==> config.mk <==
export PLATFORM = sky130hd
export DESIGN_NAME = frame_register_snapshot
export DESIGN_NICKNAME = d
export VERILOG_FILES = /design/src/rtl/frame_register_snapshot.sv
export SDC_FILE = /design/constraint.sdc
export NUM_CORES = 2
export LEC_CHECK = 0
export ABC_AREA = 1
export BUFFER_PORTS_ARGS = -buffer_cell sky130_fd_sc_hd__buf_2
export CORE_MARGIN = 2
export CORE_UTILIZATION = 50
export CTS_CLUSTER_SIZE = 20
export DETAILED_ROUTE_END_ITERATION = 6
export GPL_ROUTABILITY_DRIVEN = 0
export HOLD_SLACK_MARGIN = 0.02
export PLACE_DENSITY = 0.71
export SLEW_MARGIN = 5
export SYNTH_ARGS = -nofsm -noshare
export SYNTH_HDL_FRONTEND = slang
export SYNTH_SLANG_ARGS = --single-unit
==> constraint.sdc <==
create_clock -name clk -period 1.8 [get_ports clk]
set_input_delay 0.18 -clock clk [delete_from_list [all_inputs] [get_ports clk]]
set_output_delay 0.18 -clock clk [all_outputs]
set_load 0.02 [all_outputs]
==> src/rtl/frame_register_snapshot.sv <==
// Once per frame, fetch the game registers over the shared register-file read
// port into a staging buffer, then commit them to the display in a single edge.
module frame_register_snapshot #(
  parameter int         NUM_REGS  = 15,
  parameter logic [4:0] BASE_ADDR = 5'd1,
  parameter int         TIMEOUT   = 16
) (
  input  logic                     clk,
  input  logic                     reset,
  input  logic                     screen_end,
  output logic                     rd_req,
  output logic [4:0]               rd_addr,
  input  logic                     rd_grant,
  input  logic [31:0]              rd_data,
  output logic [NUM_REGS*32-1:0]   snapshot,
  output logic                     frame_valid,
  output logic                     game_underway,
  output logic                     busy,
  output logic                     abort,
  output logic [7:0]               overrun_count
);

  localparam int IDX_W  = $clog2(NUM_REGS);
  localparam int WAIT_W = $clog2(TIMEOUT + 1);

  typedef enum logic [1:0] {S_IDLE, S_FETCH, S_COMMIT} state_t;

  state_t              r_state, w_state_nxt;
  logic [IDX_W-1:0]    r_idx;
  logic [WAIT_W-1:0]   r_wait;
  logic [31:0]         r_stage [NUM_REGS];
  logic                w_last, w_timeout, w_underway;

  assign w_last    = (r_idx == IDX_W'(NUM_REGS - 1));
  assign w_timeout = (r_wait == WAIT_W'(TIMEOUT - 1));
  assign rd_addr   = rd_req ? (BASE_ADDR + 5'(r_idx)) : 5'd0;

  always_comb begin
    w_state_nxt = r_state;
    busy        = 1'b0;
    rd_req      = 1'b0;
    case (r_state)
      S_IDLE: begin
        if (screen_end) w_state_nxt = S_FETCH;
      end
      S_FETCH: begin
        busy   = 1'b1;
        rd_req = 1'b1;
        if (rd_grant && w_last)        w_state_nxt = S_COMMIT;
        else if (!rd_grant && w_timeout) w_state_nxt = S_IDLE;
      end
      S_COMMIT: begin
        busy        = 1'b1;
        w_state_nxt = S_IDLE;
      end
      default: w_state_nxt = S_IDLE;
    endcase
  end

  // The high-score word (last index) does not indicate a game in progress.
  always_comb begin
    w_underway = 1'b0;
    for (int i = 0; i < NUM_REGS - 1; i++)
      w_underway = w_underway | (r_stage[i] != 32'd0);
  end

  always_ff @(posedge clk or negedge reset) begin
    if (!reset) begin
      r_state       <= S_IDLE;
      r_idx         <= '0;
      r_wait        <= '0;
      abort         <= 1'b0;
      overrun_count <= 8'd0;
      frame_valid   <= 1'b0;
    end else begin
      r_state <= w_state_nxt;
      abort   <= (r_state == S_FETCH) && !rd_grant && w_timeout;
      if (busy && screen_end && overrun_count != 8'hFF)
        overrun_count <= overrun_count + 8'd1;
      case (r_state)
        S_IDLE: begin
          if (screen_end) begin
            r_idx  <= '0;
            r_wait <= '0;
          end
        end
        S_FETCH: begin
          if (rd_grant) begin
            r_wait <= '0;
            if (!w_last) r_idx <= r_idx + IDX_W'(1);
          end else begin
            r_wait <= r_wait + WAIT_W'(1);
          end
        end
        S_COMMIT: frame_valid <= 1'b1;
        default: ;
      endcase
    end
  end

  always_ff @(posedge clk or negedge reset) begin
    if (!reset) begin
      for (int i = 0; i < NUM_REGS; i++) r_stage[i] <= 32'd0;
    end else if (r_state == S_FETCH && rd_grant) begin
      r_stage[r_idx] <= rd_data;
    end
  end

  // All words and the derived mode flag move together on the commit edge.
  always_ff @(posedge clk or negedge reset) begin
    if (!reset) begin
      snapshot      <= '0;
      game_underway <= 1'b0;
    end else if (r_state == S_COMMIT) begin
      for (int i = 0; i < NUM_REGS; i++) snapshot[i*32 +: 32] <= r_stage[i];
      game_underway <= w_underway;
    end
  end

endmodule

==> impl_metrics.tcl <==
set metrics [dict create \
    dp_cells 5568 \
    timing.max_slew.rel_slack_pct 40.8 \
    switching_fraction_of_total_power_pct 29.9 \
    post-synth-top-area-cell "sky130_fd_sc_hd__dfrtp_1" \
    boundaryPins 534 \
    drt_pass1_iterations 6 \
    worstMarginPinSlew_ns 0.887 \
    grt_pass1_vias 29120 \
    setup.worst_path.start_class "flop" \
    vias_per_cell 5.51 \
    total_negative_slack_ns -12.55 \
    dr.first_iter.drc_count 3854 \
    power.net_switching_mw 17.8 \
    grt_setup_unrepaired "yes" \
    clk_latency_ns 0.66 \
    die_w_um 279 \
    floorplan.initialDensity_pct 50.6 \
    cts_sinks 982 \
    timing.hold.ws_ns 0.0348 \
    place.detailed.hpwl_um 78100 \
    yosysTopAreaCellShare_pct 65.1 \
    library_cell_used_as_clock_root_buffer "sky130_fd_sc_hd__clkbuf_16" \
    overall_die_area_um2 77700 \
    cp_max_fo 4 \
    worstReg2RegStart "r_idx[2]" \
    yosysSeqAreaShare_pct 65.1 \
    cts_buffers 100 \
    route.final.wire_length_um 132000 \
    nFillCells 5903 \
    cts_htree_levels 3 \
    global_route.overflow_total 0 \
    period_minus_slack_ns 2.02 \
    worst-endpoint-required_ns 1.62 \
    final_worst_clock_skew_ns 0.0313 \
    max_clock_freq_ghz 0.495 \
    netlist_instances 4169 \
    pwr-share-clk_pct 36.2 \
    grt_pass1_wl_um 180000 \
    drc 0 \
    post-route-period-util_pct 112 \
    final_cell_mix "sky130_fd_sc_hd__nand2_1, sky130_fd_sc_hd__dfrtp_1, sky130_fd_sc_hd__buf_2" \
    arrival_ns 1.84 \
    maxCapViolations 0 \
    dieHeight_um 279 \
    status "finished, violations left" \
    worst_setup_path_start "r_state[1]" \
    fp.coreArea_um2 74600 \
    grt_max_degree 103 \
    violations "negative setup slack" \
    timing.hold.worst.class "in -> async" \
    timing.final.hold_violations 0 \
    netlist_top_cells_area "sky130_fd_sc_hd__dfrtp_1, sky130_fd_sc_hd__nand2_1, sky130_fd_sc_hd__o21ai_0, sky130_fd_sc_hd__nor2_1, sky130_fd_sc_hd__inv_1" \
    synth_seq_cells 982 \
    ctsLongestPathBuffers 3 \
    grt.total_usage_pct 30.9 \
    combinational_group_share_of_total_power_pct 17.8 \
    ir_worst_vdd_mv 0.785 \
    std_cell_rows 100 \
    post_synth.cell_area_avg_um2 9.05 \
    cts.reportedPaths.clkPinSlew_ns 0.06 \
    post_place_setup_slack_ns -0.335 \
    power_frac_seq_pct 46.0 \
    slew_viol_final 0 \
    final_layout_size_suffix_gt1_share_pct 22.7 \
    synthesis.area_um2 37700 \
    syn_nets 4215 \
    crit_type "reg -> out" \
    dr_total_vias 32111 \
    leakagePower_nw 26.1 \
    cts_tree "yes" \
    setup_slack_ns -0.218 \
    internal_power_consumption_mw 41.6 \
    drtAntennaViolNets 0 \
    port-buffer-count 533 \
    syn_to_final_growth_pct 27.0 \
    layout.cells.most_common "sky130_fd_sc_hd__nand2_1" \
    pwr_density_cell_nw_per_um2 1240 \
    setup_violations 267 \
    post_drt_wl_per_cell_um 22.7 \
    final_net_count 4816 \
    ys_types 27 \
    setup.worst_path.end_class "output pin" \
    grt_antenna_before_repair 9 \
    yosysWarnings 0 \
    layout.cells.non_filler 5824 \
    final_core_util_pct 64.2 \
]
## metrics by stage
step / total power, mW / cell area [um2]
after detailed placement: 35.9 / 42200
after global placement: 35.5 / 42200
after CTS: 57.5 / 45900
after floorplan: 32.2 / 37700
final: 59.4 / 47900
after global routing: 61.9 / 47900
## cells by family after synthesis
| group | after synthesis | share of synthesized area [%] |
|---|---|---|
| XOR/XNOR | 7 | 0.162 |
| buffers and inverters | 397 | 4.28 |
| adder cells (fa/ha/maj) | 10 | 0.332 |
| flip-flops | 982 | 65.1 |
| AND/OR/NAND/NOR | 2164 | 22.0 |
| AO/OA/AOI/OAI | 609 | 8.12 |
## per-layer routing
metal | vias to the layer above | routed length (um) | GRT usage (%)
met4 | 0 | 6080 | 12.9
met2 | 1720 | 62600 | 49.3
li1 | 14266 | - | -
met3 | 301 | 11900 | 5.50
met5 | - | 0 | 0
met1 | 15824 | 51400 | 42.3
## synth_stat cells
cell and n:
sky130_fd_sc_hd__nand4_1 8, sky130_fd_sc_hd__nor2_2 1, sky130_fd_sc_hd__nand2_4 1, sky130_fd_sc_hd__ha_1 10
sky130_fd_sc_hd__clkbuf_1 129, sky130_fd_sc_hd__o221ai_1 1, sky130_fd_sc_hd__o21ai_1 15, sky130_fd_sc_hd__nand2_2 14
sky130_fd_sc_hd__nor2_4 4, sky130_fd_sc_hd__nor2_1 257, sky130_fd_sc_hd__a21oi_2 1, sky130_fd_sc_hd__o21ai_0 584
sky130_fd_sc_hd__xnor2_1 3, sky130_fd_sc_hd__xor2_1 4, sky130_fd_sc_hd__nand2_1 1824, sky130_fd_sc_hd__nand3b_1 1
sky130_fd_sc_hd__o21a_1 1, sky130_fd_sc_hd__a21oi_1 6, sky130_fd_sc_hd__a31oi_2 1, sky130_fd_sc_hd__clkbuf_2 12
sky130_fd_sc_hd__buf_1 2, sky130_fd_sc_hd__nand3_1 48, sky130_fd_sc_hd__nor3_1 3, sky130_fd_sc_hd__inv_1 167
sky130_fd_sc_hd__dfrtp_1 982, sky130_fd_sc_hd__buf_2 87, sky130_fd_sc_hd__or2_2 3
## power by group through the flow
| stage | combinational [mW] | clock, mW | sequential [mW] |
|---|---|---|---|
| after CTS | 8.98 | 21.6 | 26.9 |
| final | 10.5 | 21.5 | 27.3 |
| after detailed placement | 8.60 | 0 | 27.3 |
| after global routing | 11.8 | 22.5 | 27.6 |
| after floorplan | 5.40 | 0 | 26.8 |
| after global placement | 8.34 | 0 | 27.2 |
## sequential cells by signal, summed over array words and instances (netlist names)
signal,cells
game_underway,1
r_stage,480
snapshot,480
frame_valid,1
r_state,2
abort,1
overrun_count,8
r_wait,5
r_idx,4
## repair_timing
action / CTS / global route
pin swaps: 6 / 13
gates resized for setup: 37 / 393
endpoints found under the setup margin: 271 / 619
hold buffers: 5 / 0
hold endpoints to repair: 759 / 0
gates cloned: 0 / 44
setup buffers: 15 / 6
## worst max-delay path: stages, from the launching register on
cell	delay, ns
sky130_fd_sc_hd__dfrtp_1	0.40
sky130_fd_sc_hd__inv_2	0.10
sky130_fd_sc_hd__ha_4	0.15
sky130_fd_sc_hd__buf_6	0.12
sky130_fd_sc_hd__o21ai_2	0.06
sky130_fd_sc_hd__a21oi_2	0.20
sky130_fd_sc_hd__buf_6	0.17
## area by class of cell
cell class	count	area [um2]	share of cell area, %
Multi-Input combinational cell	2790	12500	26.0
Inverter	167	637	1.33
Timing Repair Buffer	729	5600	11.7
Clock buffer	150	3020	6.31
Tap cell	969	1210	2.53
Sequential cell	982	24600	51.3
Clock inverter	30	382	0.797
Antenna cell	7	17.5	0.0366
## worst paths after layout
path	to	slack (ns)	cells after the start
max in group asynchronous	r_idx[2]	0.82	3
max reg2reg	r_stage[419]	-0.14	5
min reg2reg	snapshot[55]	0.47	2
min in group clk	r_stage[457]	0.04	4
min	overrun_count[0]	0.03	2
max	rd_addr[3]	-0.22	6
(Power assumes the default switching activity.)
